--- src/rtl/hazard_stall_unit_pkg.sv ---
// Shared constants for the hazard/stall unit: MIPS opcodes, FSM encoding,
// default load-use stall length and the "does ID read rt" decode.
package hazard_stall_unit_pkg;

  localparam logic [5:0] OP_RTYPE = 6'b000000;
  localparam logic [5:0] OP_LW    = 6'b100011;
  localparam logic [5:0] OP_SW    = 6'b101011;
  localparam logic [5:0] OP_BEQ   = 6'b000100;

  localparam logic [1:0] ST_RUN      = 2'd0;
  localparam logic [1:0] ST_LU_STALL = 2'd1;
  localparam logic [1:0] ST_RECOVER  = 2'd2;

  localparam int LU_STALL_CYCLES_DEFAULT = 1;

  // Loads and immediates only source rs; rt is their destination.
  function automatic logic reads_rt(input logic [5:0] opcode);
    return (opcode == OP_RTYPE) || (opcode == OP_SW) || (opcode == OP_BEQ);
  endfunction

endpackage

--- src/rtl/hazard_stall_unit_sat_counter16.sv ---
// 16-bit event counter that sticks at all-ones instead of wrapping.
module sat_counter16 (
  input  logic        clk,
  input  logic        rst_n,
  input  logic        enable,
  input  logic        clear,
  output logic [15:0] count
);

  always_ff @(posedge clk or negedge rst_n) begin
    if (!rst_n)
      count <= '0;
    else if (clear)
      count <= '0;
    else if (enable && (count != 16'hFFFF))
      count <= count + 16'd1;
  end

endmodule

--- src/rtl/hazard_stall_unit.sv ---
// Pipeline hazard controller: load-use stalls, taken-branch flushes and
// saturating event counters for both.
module hazard_stall_unit
  import hazard_stall_unit_pkg::*;
#(
  parameter int LU_STALL_CYCLES = LU_STALL_CYCLES_DEFAULT
) (
  input  logic        clk,
  input  logic        rst_n,
  input  logic [5:0]  if_id_opcode,
  input  logic [4:0]  if_id_rs,
  input  logic [4:0]  if_id_rt,
  input  logic        id_ex_memread,
  input  logic [4:0]  id_ex_rt,
  input  logic        ex_mem_branch,
  input  logic        ex_mem_zero,
  output logic        pc_write,
  output logic        if_id_write,
  output logic        id_ex_bubble,
  output logic        if_id_flush,
  output logic        id_ex_flush,
  output logic        ex_mem_flush,
  output logic [15:0] stall_cnt,
  output logic [15:0] flush_cnt
);

  localparam logic [1:0] LU_RELOAD = 2'(LU_STALL_CYCLES - 1);

  logic [1:0] state, state_next;
  logic [1:0] lu_left, lu_left_next;
  logic       taken, hazard;

  assign taken  = ex_mem_branch & ex_mem_zero;
  assign hazard = id_ex_memread && (id_ex_rt != 5'd0) &&
                  ((id_ex_rt == if_id_rs) ||
                   (reads_rt(if_id_opcode) && (id_ex_rt == if_id_rt)));

  always_ff @(posedge clk or negedge rst_n) begin
    if (!rst_n) begin
      state   <= ST_RUN;
      lu_left <= 2'd0;
    end else begin
      state   <= state_next;
      lu_left <= lu_left_next;
    end
  end

  // Outputs are gated by rst_n so the pipeline free-runs while reset is held.
  always_comb begin
    pc_write     = 1'b1;
    if_id_write  = 1'b1;
    id_ex_bubble = 1'b0;
    if_id_flush  = 1'b0;
    id_ex_flush  = 1'b0;
    ex_mem_flush = 1'b0;
    state_next   = state;
    lu_left_next = lu_left;
    if (rst_n) begin
      case (state)
        ST_RUN: begin
          if (taken) begin
            if_id_flush  = 1'b1;
            id_ex_flush  = 1'b1;
            ex_mem_flush = 1'b1;
            state_next   = ST_RECOVER;
          end else if (hazard) begin
            pc_write     = 1'b0;
            if_id_write  = 1'b0;
            id_ex_bubble = 1'b1;
            if (LU_STALL_CYCLES > 1) begin
              state_next   = ST_LU_STALL;
              lu_left_next = LU_RELOAD;
            end
          end
        end
        ST_LU_STALL: begin
          if (taken) begin
            if_id_flush  = 1'b1;
            id_ex_flush  = 1'b1;
            ex_mem_flush = 1'b1;
            state_next   = ST_RECOVER;
            lu_left_next = 2'd0;
          end else begin
            pc_write     = 1'b0;
            if_id_write  = 1'b0;
            id_ex_bubble = 1'b1;
            lu_left_next = lu_left - 2'd1;
            if (lu_left == 2'd1)
              state_next = ST_RUN;
          end
        end
        ST_RECOVER: begin
          // Load-use detection is masked for the cycle after a flush.
          if (taken) begin
            if_id_flush  = 1'b1;
            id_ex_flush  = 1'b1;
            ex_mem_flush = 1'b1;
          end else begin
            state_next = ST_RUN;
          end
        end
        default: begin
          state_next   = ST_RUN;
          lu_left_next = 2'd0;
        end
      endcase
    end
  end

  sat_counter16 u_stall_counter (
    .clk    (clk),
    .rst_n  (rst_n),
    .enable (id_ex_bubble),
    .clear  (1'b0),
    .count  (stall_cnt)
  );

  sat_counter16 u_flush_counter (
    .clk    (clk),
    .rst_n  (rst_n),
    .enable (if_id_flush),
    .clear  (1'b0),
    .count  (flush_cnt)
  );

endmodule

--- config.mk ---
export PLATFORM = sky130hd
export DESIGN_NAME = hazard_stall_unit
export DESIGN_NICKNAME = d
export VERILOG_FILES = /design/src/rtl/hazard_stall_unit_pkg.sv /design/src/rtl/hazard_stall_unit_sat_counter16.sv /design/src/rtl/hazard_stall_unit.sv
export SDC_FILE = /design/constraint.sdc
export NUM_CORES = 1
export LEC_CHECK = 0
export CAP_MARGIN = 20
export CORE_MARGIN = 2
export CORE_UTILIZATION = 40
export CTS_CLUSTER_SIZE = 28
export DETAILED_ROUTE_END_ITERATION = 7
export PLACE_DENSITY = 0.7
export SYNTH_ARGS = -nofsm -noshare
export SYNTH_HDL_FRONTEND = slang
export SYNTH_HIERARCHICAL = 1
export SYNTH_SLANG_ARGS = --single-unit
--- constraint.sdc ---
create_clock -name clk -period 2.7 [get_ports clk]
set_input_delay 0.27 -clock clk [delete_from_list [all_inputs] [get_ports clk]]
set_output_delay 0.27 -clock clk [all_outputs]
set_load 0.01 [all_outputs]
==> metrics.yaml, run 1 <==
timing:
  clock_skew_ns: 0.009260
  fin_crit_sh: 0.9525
  final_max_slew_viol_count: 0
  fmax_ghz: 0.3888
  fin_crit_ns: 2.572
  finalWorstSetupSlack_ns: 0.1281
  grt_setup_unrepaired: "false"
  setup_viol: 0
  relSlewSlack: 0.6234
  worstMarginPinSlew_ns: 0.5607
  whs_ns: 0.4911
  hold_violations: 0
power_and_ir_drop:
  net-switching-power_mw: 0.2300
  clock_power_share: 0.370
  power_density_nw_per_um2: 321.3
  intPower_mw: 0.7361
  p_sw_frac: 0.2381
  comb_power_share: 0.114
  power_frac_seq: 0.516
  ir_drop_mv: 0.2013
  p_leak_nw: 1.196
floorplanning:
  dieHeight_um: 76.84
  rows: 26
  dieArea_um2: 5904
  core_region_area_um2: 5107
  die_width_um: 76.84
  ioPinCount: 64
  initial_core_util: 0.4155
detailed_routing:
  vias_per_cell: 5.489
  firstDrtPassIters: 4
  wl_per_cell_um: 14.24
  postRouteWirelength_mm: 5.327
  ant_nets: 0
  drt_iter0_drc: 79
  vias: 2053
  drc_errors: 0
clock_network:
  cts_tree: "yes"
  clock_latency_ns: 0.28
  htreeDepth: 2
  numCtsBuffers: 5
  path_clk_slew_ns: 0.07
  cts_buffer_depth: 2
  cts_setup_buffers: 0
  root_buffer: "clkbuf_8"
  cts.sinks: 33
  cts_hold_buf: 0
yosys:
  yosys_warnings: 6
  synthTopCellsByArea: "dfrtp_1, a21oi_1, o31ai_1"
  synth-edff-count: 0
  async_flop_share: 1.000
  ys_seq_elements: 33
  yosys.cell_types.count: 50
  yosysSeqAreaShare: 0.3892
  syn_area_um2: 2122
  synth_ff_type: "dfrtp_1"
  avgSynthCellArea_um2: 9.473
  synth.top_cell.area_share: 0.3892
  synth_top_area_cell: "dfrtp_1"
  syn_inst: 224
placed_design:
  dpl_worst_slack_ns: -0.1496
  portBuffers: 63
  gp_congestion: 0.8536
  hpwl_mm: 3.964
global_routing:
  grt_use_total: 0.1831
  overflow: 0
  grt_first_pass_wirelength_mm: 8.901
  antenna_found_initial: 0
  grt_pass1_vias: 1961
  grt_max_degree: 35
critical_path:
  endpoint_kind: "output port"
  crit_path_cell_trace: "clkdlybuf4s50_1 > or4_1 > o211ai_2 > or4_1 > o31a_2 > clkdlybuf4s50_1"
  path_class: "input pin to output port"
  critPathSlowestCell: "or4_1"
  cp.arrival_ns: 2.30
  cp.required_ns: 2.43
  rr_worst_depth: 8
  worstPathMaxFanout: 3
  slowest_delay_ns: 0.55
  start_kind: "input pin"
status:
  outcome: "finished clean"
cells_and_area:
  syn2layout_area_growth_pct: 41.69
  final_cell_mix: "clkdlybuf4s50_1, dfrtp_1, a21oi_1"
  diodes: 0
  final_common_cell: "clkdlybuf4s50_1"
  nets: 331
  n_fill_cell: 454
  finish.utilization: 0.5887
  drive_gt1_frac: 0.1447
flow_run:
  drv_cap: 0
hold_path:
  hp-class: "input pin to asynchronous set/reset pin"
[state kept, by name (all words and copies together), names as in the netlist]
name	flops
u_flush_counter/count	16
u_stall_counter/count	16
state	1
[area by class of cell]
cell class	instances	area, um^2	share of cell area
sequential	33	825.8	0.2747
tap	70	87.58	0.02913
inverter	5	18.77	0.006242
clock inverter	2	10.01	0.003329
multi-input combinational	177	1227	0.4082
timing repair buffer	81	764.5	0.2543
clock buffer	6	72.57	0.02414
[what timing repair did]
action | in CTS | in global routing
gates resized for setup | 2 | 1
setup endpoints to repair | 1 | 1
endpoints found under the hold margin | 0 | 0
[critical path, delay by kind of cell]
kind | cells | cell delay (ns)
compound gates | 2 | 0.32
simple gates | 2 | 0.72
buf+inv | 2 | 0.99
[metrics by stage]
stage / power [mW] / cells / TNS, ns / area [um^2]
after floorplan: 0.5457 / 226 / 0 / 2130
after global placement: 0.6137 / 366 / -0.3199 / 2919
after detailed placement: 0.6156 / 366 / -0.5775 / 2919
after CTS: 0.9788 / 374 / 0 / 3005
after global routing: 1.015 / 374 / 0 / 3007
final: 0.9661 / 374 / 0 / 3007
[power by group through the flow]
stage | Clock, mW | Sequential (mW) | Combinational [mW]
4_1_cts | 0.372 | 0.498 | 0.109
6_report | 0.358 | 0.499 | 0.110
3_5_place_dp | 0 | 0.508 | 0.108
5_1_grt | 0.396 | 0.498 | 0.121
3_3_place_gp | 0 | 0.508 | 0.106
2_1_floorplan | 0 | 0.508 | 0.0378
[Yosys cell counts, drive strengths merged, types with 2 or more instances]
master / n
mux2: 6
xor2: 4
or4: 11
xnor2: 8
a211oi: 3
nor2b: 7
nor4: 7
nand2b: 2
o21ai: 9
buf: 6
a21oi: 20
nand4: 14
o31ai: 11
nor2: 12
ha: 2
clkbuf: 5
and4: 4
and3: 4
nor3: 5
inv: 5
and2: 2
or3: 10
nand3: 7
nand4b: 2
o211ai: 3
dfrtp: 33
nand2: 13
[worst paths after layout]
check	startpoint	end	slack (ns)
setup / recovery	id_ex_rt[1]	pc_write	0.13
hold / removal	rst_n	u_stall_counter/count[0]$_DFFE_PN0P_	0.49
setup reg to reg	state[1]$_DFFE_PN0P_	u_stall_counter/count[13]$_DFFE_PN0P_	0.24
hold reg to reg	state[1]$_DFFE_PN0P_	state[1]$_DFFE_PN0P_	0.49
max in group asynchronous	rst_n	u_stall_counter/count[4]$_DFFE_PN0P_	1.89
min in group clk	state[1]$_DFFE_PN0P_	state[1]$_DFFE_PN0P_	0.49
[per-layer routing]
layer	wire, um	GRT usage	share of wire
met5	0	0	0
met4	78	0.05818	0.015
met3	214	0.03765	0.040
met2	2647	0.3114	0.50
met1	2387	0.2326	0.45
[logic make-up (layout without fill, tap and decap cells)]
kind of cell | Yosys count | after routing | share of synthesized area
AOI/OAI and AO/OA | 50 | 50 | 0.1509
xor gates and xnor gates | 12 | 12 | 0.04953
adders and majority gates | 2 | 2 | 0.01179
buffers and inverters | 16 | 94 | 0.03892
DFF | 33 | 33 | 0.3892
muxes | 7 | 7 | 0.03832
other | 1 | 3 | 0.001767
and+or+nand+nor | 103 | 103 | 0.3196
Power figures use the tool's default switching activity.
==> run 2: changes to the inputs <==
--- a/config.mk
+++ b/config.mk
@@ -6,11 +6,13 @@
 export NUM_CORES = 1
 export LEC_CHECK = 0
 export CAP_MARGIN = 20
+export CELL_PAD_IN_SITES_DETAIL_PLACEMENT = 0
+export CELL_PAD_IN_SITES_GLOBAL_PLACEMENT = 2
 export CORE_MARGIN = 2
-export CORE_UTILIZATION = 40
+export CORE_UTILIZATION = 28
 export CTS_CLUSTER_SIZE = 28
 export DETAILED_ROUTE_END_ITERATION = 7
-export PLACE_DENSITY = 0.7
+export PLACE_DENSITY_LB_ADDON = 0.1
 export SYNTH_ARGS = -nofsm -noshare
 export SYNTH_HDL_FRONTEND = slang
 export SYNTH_HIERARCHICAL = 1
==> run 2 against run 1 <==
Utilization is 16 points lower. Flip-flop and latch count did not move. Worst setup slack lost 0.013 ns. Global-route usage shrank 4.0 points. Maximum frequency decreased by 0.52%. First-iteration DRC count down 32%. Sequential power about the same. Hold slack worse by 0.42 ns. Largest power group unchanged. Non-clock buffer count up 4. Combinational power is essentially flat. Final cell count rose by 8.6%.
==> metrics.yaml, run 2 (synthesis results as in run 1) <==
clock_network:
  cts_hold_buf: 0  # unchanged
  cts.sinks: 33  # unchanged
  htreeDepth: 2  # unchanged
  root_buffer: "clkbuf_8"  # unchanged
  clock_latency_ns: 0.28  # about the same
  path_clk_slew_ns: 0.07  # about the same
  numCtsBuffers: 5  # unchanged
  cts_tree: "yes"  # unchanged
  cts_buffer_depth: 2  # unchanged
placed_design:
  placed_area_um2: 2970  # was 2919 um^2
  hpwl_mm: 4.243  # was 3.964 mm
  gp_congestion: 0.7762  # was 0.8536
  portBuffers: 63  # unchanged
power_and_ir_drop:
  clock_power_share: 0.390  # was 0.370
  power_density_nw_per_um2: 319.7  # was 321.3 nW/um^2
  intPower_mw: 0.7602  # was 0.7361 mW
  p_sw_frac: 0.2398  # was 0.2381
  net-switching-power_mw: 0.2399  # was 0.2300 mW
  power_frac_seq: 0.498  # was 0.516
  p_leak_nw: 1.328  # was 1.196 nW
  ir_drop_mv: 0.1522  # was 0.2013 mV
  comb_power_share: 0.112  # was 0.114
global_routing:
  grt_first_pass_wirelength_mm: 9.639  # was 8.901 mm
  antenna_found_initial: 0  # unchanged
  grt_max_degree: 35  # unchanged
  grt_pass1_vias: 1939  # was 1961
  overflow: 0  # unchanged
  grt_use_total: 0.1427  # was 0.1831
floorplanning:
  initial_core_util: 0.2910  # was 0.4155
  die_width_um: 91.06  # was 76.84 um
  dieHeight_um: 91.06  # was 76.84 um
  dieArea_um2: 8291  # was 5904 um^2
  ioPinCount: 64  # unchanged
  rows: 31  # was 26
  core_region_area_um2: 7292  # was 5107 um^2
critical_path:
  cp.required_ns: 2.91  # was 2.43 ns
  start_kind: "input pin"  # unchanged
  path_class: "input pin to flip-flop"  # was input pin to output port
  endpoint_kind: "flip-flop"  # was output port
  worstPathMaxFanout: 4  # was 3
  cp.arrival_ns: 2.80  # was 2.30 ns
timing:
  fin_crit_ns: 2.585  # was 2.572 ns
  setup_viol: 0  # unchanged
  fin_crit_sh: 0.9575  # was 0.9525
  whs_ns: 0.07242  # was 0.4911 ns
  grt_setup_unrepaired: "false"  # unchanged
  clock_skew_ns: 0.004514  # was 0.009260 ns
  hold_violations: 0  # unchanged
  fmax_ghz: 0.3868  # was 0.3888 GHz
  final_max_slew_viol_count: 0  # unchanged
detailed_routing:
  drc_errors: 0  # unchanged
  postRouteWirelength_mm: 5.829  # was 5.327 mm
  firstDrtPassIters: 4  # unchanged
  vias: 2069  # was 2053
  ant_nets: 0  # unchanged
  drt_iter0_drc: 54  # was 79
  wl_per_cell_um: 14.36  # was 14.24 um
  vias_per_cell: 5.096  # was 5.489
cells_and_area:
  final_common_cell: "clkdlybuf4s50_1"  # unchanged
  seq_area_um2: 825.8  # unchanged
  syn2layout_area_growth_pct: 47.41  # was 41.69%
  final_cell_mix: "clkdlybuf4s50_1, dfrtp_1, buf_4"  # was clkdlybuf4s50_1, dfrtp_1, a21oi_1
  nets: 335  # was 331
  drive_gt1_frac: 0.1694  # was 0.1447
  diodes: 0  # unchanged
  final_area_um2: 3128  # was 3007 um^2
  reg_top3: "u_flush_counter/count: 16 flops, u_stall_counter/count: 16 flops, state: 1 flops"  # unchanged
  n_fill_cell: 798  # was 454
  finish.utilization: 0.4290  # was 0.5887
  multi_input_area_um2: 1251  # was 1227 um^2
hold_path:
  hp-class: "input pin to asynchronous set/reset pin"  # unchanged
flow_run:
  drv_cap: 0  # unchanged
status:
  outcome: "finished clean"  # unchanged
run 2: cell count changes in the layout (fill, tap and decap cells not counted), sizes merged:
cell	change
buf	+4
clkbuf	+1
clkdlybuf4s50	-11
clkinv	-2
dlymetal6s2s	+11
run 2: power by group through the flow:
stage	Combinational, mW	Clock, mW	Sequential (mW)
global placement	0.110	0	0.508
floorplan	0.0378	0	0.508
CTS	0.109	0.401	0.499
global route	0.124	0.422	0.498
finish	0.112	0.390	0.498
detailed placement	0.109	0	0.508
run 2: cell type report:
class                   instances  area share
inverters                       5    0.006000
repair buffers                 85      0.2628
clock buffers                   7     0.02760
flip-flops and latches         33      0.2640
well taps                      99     0.03960
multi-input cells             177      0.4000
run 2: metrics by stage:
step,power (mW),cells,setup TNS (ns),setup WS (ns)
6_report,1.000,406,0,0.1148
5_1_grt,1.044,406,0,0.01701
4_1_cts,1.009,404,0,0.08157
3_5_place_dp,0.6172,397,-0.8846,-0.2054
3_3_place_gp,0.6182,397,-0.9472,-0.1965
2_1_floorplan,0.5457,226,0,0.1023
run 2: path summary, 6_finish.rpt:
| check | from | endpoint | slack (ns) | cells after the start |
|---|---|---|---|---|
| worst max-delay path | if_id_rs[1] | u_stall_counter/count[13]$_DFFE_PN0P_ | 0.11 | 10 |
| worst min-delay path | rst_n | u_stall_counter/count[2]$_DFFE_PN0P_ | 0.07 | 2 |
| worst max register to register | state[1]$_DFFE_PN0P_ | u_stall_counter/count[13]$_DFFE_PN0P_ | 0.20 | 9 |
| worst min register to register | u_stall_counter/count[7]$_DFFE_PN0P_ | u_stall_counter/count[7]$_DFFE_PN0P_ | 0.57 | 1 |
| max in group asynchronous | rst_n | u_stall_counter/count[8]$_DFFE_PN0P_ | 2.30 | 2 |
| min in group clk | u_stall_counter/count[7]$_DFFE_PN0P_ | u_stall_counter/count[7]$_DFFE_PN0P_ | 0.57 | 1 |
run 2: what timing repair did:
action,4_1_cts,5_1_grt
resized for setup,1,18
buffers inserted,0,3
endpoints found under the hold margin,0,0
pin swaps,0,12
setup endpoints to repair,1,3
run 2: worst max-delay path, cell delays in order:
cell	delay (ns)
clkdlybuf4s50_1	0.47
xnor2_1	0.12
nand3_1	0.10
or4_4	0.55
o31ai_2	0.07
buf_4	0.14
and4_4	0.24
nand4b_1	0.16
or4_4	0.56
a21oi_2	0.12
run 2: metal layers:
| metal | part of all wire | routed length (um) | vias to the layer above | global-route usage |
|---|---|---|---|---|
| met3 | 0.035 | 203 | 5 | 0.02739 |
| met5 | 0 | 0 | - | 0 |
| li1 | - | - | 1019 | - |
| met1 | 0.45 | 2649 | 1006 | 0.1838 |
| met2 | 0.50 | 2935 | 39 | 0.2463 |
| met4 | 0.0069 | 40 | 0 | 0.03409 |
